## config.mk

```make
export PLATFORM = sky130hd
export DESIGN_NAME = csr_counter_unit
export DESIGN_NICKNAME = d
export VERILOG_FILES = /design/src/rtl/core_pkg.sv /design/src/rtl/csr_counter_unit_hpm_counter.sv /design/src/rtl/csr_counter_unit.sv
export SDC_FILE = /design/constraint.sdc
export NUM_CORES = 2
export LEC_CHECK = 0
export CORE_MARGIN = 4
export CORE_UTILIZATION = 45
export DETAILED_ROUTE_END_ITERATION = 16
export PLACE_DENSITY_LB_ADDON = 0.05
export SKIP_CTS_REPAIR_TIMING = 1
export SLEW_MARGIN = 20
export SYNTH_ARGS = -nofsm -noshare
export SYNTH_HDL_FRONTEND = slang
export SYNTH_SLANG_ARGS = --single-unit
```

## constraint.sdc

```tcl
create_clock -name clk -period 4.65 [get_ports clk]
set_input_delay 0.93 -clock clk [delete_from_list [all_inputs] [get_ports clk]]
set_output_delay 0.93 -clock clk [all_outputs]
set_load 0.05 [all_outputs]
```

## src/rtl/core_pkg.sv

```systemverilog
// core_pkg: shared CSR definitions for the RV32 core.
//   csr_op_e       CSR operation issued by the decoder
//   hpm_sel_t      5-bit mhpmevent selector value
//   CSR_* / *_BASE CSR addresses of the counter/performance-monitor block
//   csr_apply_op   read-modify-write value for WRITE/SET/CLEAR operations
package core_pkg;

  typedef enum logic [2:0] {
    NO_CSR_OP = 3'd0,
    WRITE_CSR = 3'd1,
    SET_CSR   = 3'd2,
    CLEAR_CSR = 3'd3,
    SYSTEM    = 3'd4
  } csr_op_e;

  typedef logic [4:0] hpm_sel_t;

  localparam logic [11:0] CSR_MCYCLE        = 12'hB00;
  localparam logic [11:0] CSR_MINSTRET      = 12'hB02;
  localparam logic [11:0] CSR_MCYCLEH       = 12'hB80;
  localparam logic [11:0] CSR_MINSTRETH     = 12'hB82;
  localparam logic [11:0] CSR_MCOUNTINHIBIT = 12'h320;
  localparam logic [11:0] CSR_CYCLE         = 12'hC00;
  localparam logic [11:0] CSR_INSTRET       = 12'hC02;
  localparam logic [11:0] CSR_CYCLEH        = 12'hC80;
  localparam logic [11:0] CSR_INSTRETH      = 12'hC82;

  localparam logic [11:0] MHPMCOUNTER3_BASE  = 12'hB03;
  localparam logic [11:0] MHPMCOUNTER3H_BASE = 12'hB83;
  localparam logic [11:0] MHPMEVENT3_BASE    = 12'h323;
  localparam logic [11:0] HPMCOUNTER3_BASE   = 12'hC03;
  localparam logic [11:0] HPMCOUNTER3H_BASE  = 12'hC83;

  // New 32-bit CSR value for a write-class operation; read-only ops keep old.
  function automatic logic [31:0] csr_apply_op(input csr_op_e     op,
                                               input logic [31:0] old_val,
                                               input logic [31:0] wdata);
    case (op)
      WRITE_CSR: return wdata;
      SET_CSR:   return old_val | wdata;
      CLEAR_CSR: return old_val & ~wdata;
      default:   return old_val;
    endcase
  endfunction

endpackage

```

## src/rtl/csr_counter_unit_hpm_counter.sv

```systemverilog
// hpm_counter: one CNT_WIDTH-bit machine counter.
//   clk, rst_n  clock, asynchronous active-low reset
//   inc         count request this cycle
//   inhibit     mcountinhibit bit for this counter
//   wr_lo       load bits [31:0] from wdata
//   wr_hi       load bits [CNT_WIDTH-1:32] from the low bits of wdata
//   wdata       32-bit write value
//   count       current counter value
// A write always wins over a same-cycle increment; the unwritten half keeps
// its old value (no carry between halves on a write). Wraps silently.
module hpm_counter #(
  parameter int CNT_WIDTH = 64
) (
  input  logic                 clk,
  input  logic                 rst_n,
  input  logic                 inc,
  input  logic                 inhibit,
  input  logic                 wr_lo,
  input  logic                 wr_hi,
  input  logic [31:0]          wdata,
  output logic [CNT_WIDTH-1:0] count
);

  localparam int HI_W = CNT_WIDTH - 32;

  logic [CNT_WIDTH-1:0] count_q;
  logic [CNT_WIDTH-1:0] count_d;

  always_comb begin
    count_d = count_q;
    if (wr_lo || wr_hi) begin
      if (wr_lo) count_d[31:0] = wdata;
      if (wr_hi) count_d[CNT_WIDTH-1:32] = wdata[HI_W-1:0];
    end else if (inc && !inhibit) begin
      count_d = count_q + CNT_WIDTH'(1);
    end
  end

  always_ff @(posedge clk or negedge rst_n) begin
    if (!rst_n) count_q <= '0;
    else        count_q <= count_d;
  end

  assign count = count_q;

endmodule

```

## src/rtl/csr_counter_unit.sv

```systemverilog
// csr_counter_unit: mcycle/minstret/mhpmcounter/mhpmevent/mcountinhibit CSRs
// with read-only user aliases.
//   clk, rst_n     clock, asynchronous active-low reset
//   csr_valid_i    CSR access this cycle
//   csr_op_i       operation; WRITE/SET/CLEAR write, others only read
//   csr_addr_i     CSR address
//   csr_wdata_i    write operand
//   csr_rdata_o    combinational read data (pre-write, pre-increment)
//   csr_hit_o      address owned by this block (including unimplemented hpm)
//   csr_illegal_o  write to a user alias, or access to unimplemented hpm index
//   retire_i       instruction retired (minstret increment)
//   event_i        event pulses selectable by mhpmevent
// Counter slot 1 (time) belongs to the platform timer and is tied off.
module csr_counter_unit
  import core_pkg::*;
#(
  parameter int NUM_HPM    = 4,
  parameter int CNT_WIDTH  = 64,
  parameter int NUM_EVENTS = 8
) (
  input  logic                  clk,
  input  logic                  rst_n,
  input  logic                  csr_valid_i,
  input  csr_op_e               csr_op_i,
  input  logic [11:0]           csr_addr_i,
  input  logic [31:0]           csr_wdata_i,
  output logic [31:0]           csr_rdata_o,
  output logic                  csr_hit_o,
  output logic                  csr_illegal_o,
  input  logic                  retire_i,
  input  logic [NUM_EVENTS-1:0] event_i
);

  localparam int NUM_CNT = NUM_HPM + 3;
  localparam int EVT_N   = (NUM_HPM > 0) ? NUM_HPM : 1;
  localparam logic [4:0] LAST_IDX = 5'(NUM_HPM + 2);
  // Inhibit bits backed by a real counter; bit 1 (time) never sticks.
  localparam logic [31:0] IMPL_MASK =
    ((NUM_CNT >= 32) ? 32'hFFFF_FFFF : ((32'd1 << NUM_CNT) - 32'd1)) & ~32'd2;

  // Address groups are 32-entry aligned windows; bits [4:0] give the index.
  localparam logic [6:0] GRP_MCNT  = MHPMCOUNTER3_BASE[11:5];
  localparam logic [6:0] GRP_MCNTH = MHPMCOUNTER3H_BASE[11:5];
  localparam logic [6:0] GRP_UCNT  = HPMCOUNTER3_BASE[11:5];
  localparam logic [6:0] GRP_UCNTH = HPMCOUNTER3H_BASE[11:5];
  localparam logic [6:0] GRP_EVT   = MHPMEVENT3_BASE[11:5];

  logic [4:0] idx;
  logic [6:0] grp;
  logic       cnt_addr, evt_addr, inh_addr, is_hi, is_user;
  logic       cnt_impl, evt_impl, is_wr_op;
  logic       hit, illegal, do_write;
  logic [31:0] rdata, wdata_new;

  logic [CNT_WIDTH-1:0] cnt [NUM_CNT];
  logic [CNT_WIDTH-1:0] sel_cnt;
  hpm_sel_t             sel_evt;
  hpm_sel_t             evt_sel_q [EVT_N];
  logic [31:0]          inhibit_q;
  logic [31:0]          evt_ext;
  logic [NUM_CNT-1:0]   cnt_inc, wr_lo, wr_hi;

  // Address decode
  always_comb begin
    idx      = csr_addr_i[4:0];
    grp      = csr_addr_i[11:5];
    is_hi    = (grp == GRP_MCNTH) || (grp == GRP_UCNTH);
    is_user  = (grp == GRP_UCNT)  || (grp == GRP_UCNTH);
    cnt_addr = ((grp == GRP_MCNT) || is_hi || is_user) && (idx != 5'd1);
    evt_addr = (grp == GRP_EVT) && (idx >= 5'd3);
    inh_addr = (csr_addr_i == CSR_MCOUNTINHIBIT);
    cnt_impl = (idx == 5'd0) || (idx == 5'd2) || ((idx >= 5'd3) && (idx <= LAST_IDX));
    evt_impl = (idx <= LAST_IDX);
    is_wr_op = (csr_op_i == WRITE_CSR) || (csr_op_i == SET_CSR) || (csr_op_i == CLEAR_CSR);
    hit      = cnt_addr || evt_addr || inh_addr;
    illegal  = csr_valid_i && ((cnt_addr && !cnt_impl) || (evt_addr && !evt_impl) ||
                               (cnt_addr && is_user && is_wr_op));
    do_write = csr_valid_i && hit && is_wr_op && !illegal;
  end

  // Read mux over registered state
  always_comb begin
    sel_cnt = '0;
    for (int k = 0; k < NUM_CNT; k++)
      if (idx == 5'(k)) sel_cnt = cnt[k];
    sel_evt = '0;
    for (int k = 0; k < NUM_HPM; k++)
      if (idx == 5'(k + 3)) sel_evt = evt_sel_q[k];
    rdata = '0;
    if (cnt_addr && cnt_impl) rdata = is_hi ? 32'(sel_cnt >> 32) : sel_cnt[31:0];
    else if (evt_addr && evt_impl) rdata = 32'(sel_evt);
    else if (inh_addr) rdata = inhibit_q;
  end

  assign wdata_new     = csr_apply_op(csr_op_i, rdata, csr_wdata_i);
  assign csr_rdata_o   = rdata;
  assign csr_hit_o     = csr_valid_i && hit;
  assign csr_illegal_o = illegal;

  // Increment sources; evt_ext bit e is event_i[e-1], bit 0 is selector "off".
  assign evt_ext = 32'({event_i, 1'b0});

  always_comb begin
    cnt_inc    = '0;
    cnt_inc[0] = 1'b1;
    cnt_inc[2] = retire_i;
    for (int k = 3; k < NUM_CNT; k++)
      cnt_inc[k] = evt_ext[evt_sel_q[k-3]];
  end

  always_comb begin
    wr_lo = '0;
    wr_hi = '0;
    for (int k = 0; k < NUM_CNT; k++)
      if (do_write && cnt_addr && (idx == 5'(k))) begin
        wr_lo[k] = !is_hi;
        wr_hi[k] = is_hi;
      end
  end

  for (genvar k = 0; k < NUM_CNT; k++) begin : g_cnt
    hpm_counter #(.CNT_WIDTH(CNT_WIDTH)) u_cnt (
      .clk     (clk),
      .rst_n   (rst_n),
      .inc     (cnt_inc[k]),
      .inhibit (inhibit_q[k]),
      .wr_lo   (wr_lo[k]),
      .wr_hi   (wr_hi[k]),
      .wdata   (wdata_new),
      .count   (cnt[k])
    );
  end

  // Selector and inhibit registers; new values apply from the next cycle.
  always_ff @(posedge clk or negedge rst_n) begin
    if (!rst_n) begin
      for (int k = 0; k < EVT_N; k++) evt_sel_q[k] <= '0;
      inhibit_q <= '0;
    end else begin
      for (int k = 0; k < NUM_HPM; k++)
        if (do_write && evt_addr && (idx == 5'(k + 3))) evt_sel_q[k] <= wdata_new[4:0];
      if (do_write && inh_addr) inhibit_q <= wdata_new & IMPL_MASK;
    end
  end

endmodule

```

==> run_summary.xml <==
<?xml version="1.0" encoding="UTF-8"?>
<metrics>
  <group name="worst_setup_path">
    <metric name="worst_path_max_delay_cell" unit="">or4_1</metric>
    <metric name="critical_path_arrival" unit="ps">3810</metric>
    <metric name="timing.critical_path.mode_cell" unit="">buf_4</metric>
    <metric name="slowest_delay" unit="ps">720</metric>
    <metric name="critical_path_class" unit="">input port to output pin</metric>
    <metric name="worstPathRequired" unit="ps">3720</metric>
    <metric name="worstSetupStartpointType" unit="">input port</metric>
    <metric name="worstPathCellList" unit="">clkdlybuf4s50_1 &gt; buf_4 &gt; or4_1 &gt; nor2_1 &gt; a221o_1 &gt; a21oi_1 &gt; a211oi_1 &gt; buf_4 &gt; buf_12</metric>
    <metric name="critPathMaxFanout" unit="">14</metric>
    <metric name="setup.worst_path.end_class" unit="">output pin</metric>
  </group>
  <group name="worst_hold_path">
    <metric name="holdCritPathClass" unit="">input port to async pin</metric>
  </group>
  <group name="timing">
    <metric name="fin_crit_sh" unit="%">102</metric>
    <metric name="rsz0062_at_grt" unit="">false</metric>
    <metric name="fin_tns_setup" unit="ps">-330</metric>
    <metric name="post-route-min-period" unit="ps">4740</metric>
    <metric name="report.final.hold_viol_count" unit="">0</metric>
    <metric name="final.hold.worst_slack" unit="ps">279</metric>
    <metric name="timing.max_slew.rel_slack" unit="%">28.4</metric>
    <metric name="fmax" unit="MHz">211</metric>
    <metric name="timing_max_transition_violations_final" unit="">0</metric>
    <metric name="final-setup-viol-count" unit="">6</metric>
    <metric name="skew" unit="ps">65.2</metric>
    <metric name="postLayoutSetupSlackWorst" unit="ps">-89.8</metric>
    <metric name="max_slew.worst_pin.slew" unit="ps">1060</metric>
  </group>
  <group name="place">
    <metric name="place.port_buffers" unit="">92</metric>
    <metric name="dp_hpwl" unit="mm">153</metric>
    <metric name="place_area" unit="µm²">37300</metric>
    <metric name="place_worst_setup_slack" unit="ps">-156</metric>
    <metric name="gp_congestion" unit="">1.10</metric>
  </group>
  <group name="clocking">
    <metric name="clock_tree_from_tritoncts" unit="">done</metric>
    <metric name="clk_latency" unit="ps">670</metric>
    <metric name="tritoncts.num_buffers" unit="">56</metric>
    <metric name="clock_transition_at_the_register_clock_pins_on_the_worst_setup_and_hold_paths_after_cts" unit="ps">60</metric>
    <metric name="clock_tree.root_cell" unit="">clkbuf_16</metric>
    <metric name="h-tree-depth" unit="">2</metric>
    <metric name="cts-root-to-sink-buffers" unit="">3</metric>
    <metric name="clock_sink_count" unit="">474</metric>
  </group>
  <group name="detailed_routing">
    <metric name="antenna_violating_nets_left" unit="">0</metric>
    <metric name="viasPerCell" unit="">7.47</metric>
    <metric name="detail_route.first_pass.iterations" unit="">8</metric>
    <metric name="drtIter0Drc" unit="">6917</metric>
    <metric name="wl_per_cell" unit="µm">38.3</metric>
    <metric name="drc_errors" unit="">0</metric>
    <metric name="routed-via-count" unit="">39000</metric>
    <metric name="post_detailed_routing_wire_length" unit="mm">200</metric>
  </group>
  <group name="power">
    <metric name="intPower" unit="mW">7.17</metric>
    <metric name="power.switching_fraction" unit="%">30.0</metric>
    <metric name="power.combinational.fraction" unit="%">13.2</metric>
    <metric name="switchingPower" unit="mW">3.08</metric>
    <metric name="p_leak" unit="nW">15.9</metric>
    <metric name="vdd.ir_drop.worst" unit="V">0.000352</metric>
    <metric name="cellPowerDensity" unit="nW/µm²">261</metric>
    <metric name="p_clk_share" unit="%">43.9</metric>
    <metric name="share_seq_of_total_power" unit="%">42.9</metric>
    <metric name="power.total" unit="mW">10.2</metric>
  </group>
  <group name="global_routing">
    <metric name="gr-total-overflow" unit="">0</metric>
    <metric name="first_global_vias" unit="">35100</metric>
    <metric name="grt_max_degree" unit="">85</metric>
    <metric name="antenna_violations_before_repair" unit="">33</metric>
    <metric name="global_route_wire_length_before_repair" unit="mm">277</metric>
    <metric name="global_route.usage.total" unit="%">49.8</metric>
  </group>
  <group name="synthesis">
    <metric name="yosys.area_share.simple" unit="%">25.2</metric>
    <metric name="synth.cell_area" unit="µm²">32900</metric>
    <metric name="yosysSeqAreaShare" unit="%">36.0</metric>
    <metric name="edff_count_synth" unit="">0</metric>
    <metric name="synth-adder-area-share" unit="%">0.228</metric>
    <metric name="synth_top_family_by_area" unit="">compound AO/OA/AOI/OAI gates</metric>
    <metric name="synth-main-ff-cell" unit="">dfrtp_1</metric>
    <metric name="synth.lib_cells_used.distinct" unit="">112</metric>
    <metric name="synth_compound_area_share" unit="%">27.0</metric>
    <metric name="mappedNetlistNets" unit="">4119</metric>
    <metric name="postSynthCellCount" unit="">4054</metric>
    <metric name="post_synth_mux_area_share" unit="%">4.60</metric>
    <metric name="synth-xor-area-share" unit="%">1.41</metric>
    <metric name="synthesis.area_per_instance" unit="µm²">8.12</metric>
    <metric name="yosys_register_bits" unit="">474</metric>
    <metric name="ys_async_sr_fraction" unit="%">100</metric>
    <metric name="ys_warn_count" unit="">0</metric>
  </group>
  <group name="layout">
    <metric name="synthToLayoutAreaGrowth" unit="%">19.3</metric>
    <metric name="most-common-layout-cells" unit="">dfrtp_1 (474), a21oi_1 (373), nand2_1 (354), buf_4 (321), nor2_1 (299)</metric>
    <metric name="final_layout_size_suffix_gt1_share" unit="%">15.8</metric>
    <metric name="filler_cells_inserted" unit="">6655</metric>
    <metric name="design.final.nets" unit="">4279</metric>
    <metric name="layout_commonest_cell" unit="">dfrtp_1</metric>
    <metric name="fin_area" unit="µm²">39300</metric>
  </group>
  <group name="floorplan">
    <metric name="die_x" unit="µm">279</metric>
    <metric name="rows" unit="">98</metric>
    <metric name="fp.dieArea" unit="µm²">77600</metric>
    <metric name="start_util" unit="%">45.8</metric>
    <metric name="die_h" unit="µm">279</metric>
    <metric name="floorplan.io_pins" unit="">93</metric>
    <metric name="core_region_area" unit="µm²">72000</metric>
  </group>
  <group name="status">
    <metric name="outcome" unit="">finished with violations</metric>
    <metric name="failed_checks" unit="">negative setup slack</metric>
  </group>
  <group name="flow_run">
    <metric name="timing.max_cap.violations" unit="">0</metric>
  </group>
</metrics>
logic make-up after synthesis:
kind of cell,after synthesis
and+or+nand+nor,1614
adders and majority gates,6
muxes,127
AOI/OAI and AO/OA,1343
DFF,474
xor gates and xnor gates,53
buffers and inverters,437
layout make-up:
| cell class | count | area [µm²] | share of cell area [%] |
|---|---|---|---|
| clock inverters | 19 | 203 | 0.516 |
| multi-input cells | 3143 | 19500 | 49.7 |
| repair buffers | 455 | 4500 | 11.5 |
| flip-flops and latches | 474 | 11900 | 30.2 |
| clock buffers | 80 | 1610 | 4.11 |
| diodes | 22 | 55.1 | 0.140 |
| inverters | 84 | 315 | 0.803 |
| well taps | 950 | 1190 | 3.03 |
routing by layer:
| layer | up-vias | GRT usage (%) | wire length [µm] | share of wire (%) |
|---|---|---|---|---|
| li1 | 15800 | - | - | - |
| met1 | 18900 | 65.9 | 74000 | 37 |
| met2 | 3485 | 67.4 | 77600 | 39 |
| met3 | 840 | 19.6 | 31500 | 16 |
| met4 | 22 | 31.4 | 17000 | 8.5 |
| met5 | - | 0 | 160 | 0.080 |
registers in the layout, summed over array words and instances (netlist names):
register,cells
g_cnt.u_cnt.count,448
inhibit_q,6
evt_sel_q,20
cell usage after synthesis (41+ instances only):
| cell | count | area share (%) |
|---|---|---|
| a221oi_1 | 41 | 1.1 |
| nand2_1 | 354 | 4.0 |
| nand4_1 | 109 | 2.1 |
| and3_1 | 110 | 2.1 |
| mux2_2 | 43 | 1.5 |
| a22oi_1 | 44 | 1.0 |
| buf_2 | 101 | 1.5 |
| clkbuf_1 | 220 | 2.5 |
| a211oi_1 | 47 | 1.1 |
| dfrtp_1 | 474 | 36 |
| o22ai_1 | 55 | 1.0 |
| and4_1 | 45 | 1.2 |
| nor4_1 | 58 | 1.1 |
| nor2_1 | 304 | 3.5 |
| mux2i_1 | 68 | 2.1 |
| inv_1 | 82 | 0.93 |
| a21oi_1 | 376 | 5.7 |
| a31oi_1 | 59 | 1.1 |
| nor3_1 | 145 | 2.2 |
| o21ai_0 | 271 | 4.1 |
| nand3_1 | 258 | 3.9 |
worst max-delay path, delay by kind of cell:
| kind | cells | cell delay (ps) |
|---|---|---|
| AO/OA/AOI/OAI | 3 | 690 |
| AND/OR/NAND/NOR | 2 | 1090 |
| buffers and inverters | 4 | 1090 |
power groups by stage:
stage	Clock, mW	Combinational, mW	Sequential, mW
after global placement	0	1.27	4.45
after floorplan	0	0.561	4.36
after CTS	4.49	1.27	4.38
after detailed placement	0	1.27	4.45
final	4.50	1.35	4.39
after global routing	4.65	1.38	4.40
worst paths after layout:
kind | slack (ps) | from | cells past startpoint | to
worst max-delay path | -90 | csr_addr_i[3] | 9 | csr_rdata_o[20]
worst min-delay path | 280 | rst_n | 1 | g_cnt[0].u_cnt.count[41]
worst max register to register | 1160 | g_cnt[4].u_cnt.count[9] | 9 | g_cnt[4].u_cnt.count[46]
worst min register to register | 370 | g_cnt[1].u_cnt.count[14] | 0 | g_cnt[1].u_cnt.count[14]
max in group asynchronous | 3320 | rst_n | 2 | g_cnt[5].u_cnt.count[23]
min in group clk | 370 | g_cnt[1].u_cnt.count[14] | 0 | g_cnt[1].u_cnt.count[14]
through the flow:
step / util [%] / std cells
6_report: 54.6 / 5227
5_1_grt: 54.5 / 5206
4_1_cts: 54.3 / 5203
3_5_place_dp: 51.8 / 5104
3_3_place_gp: 51.8 / 5104
2_1_floorplan: - / 4054
No activity file was read; power rests on OpenSTA's default activity.
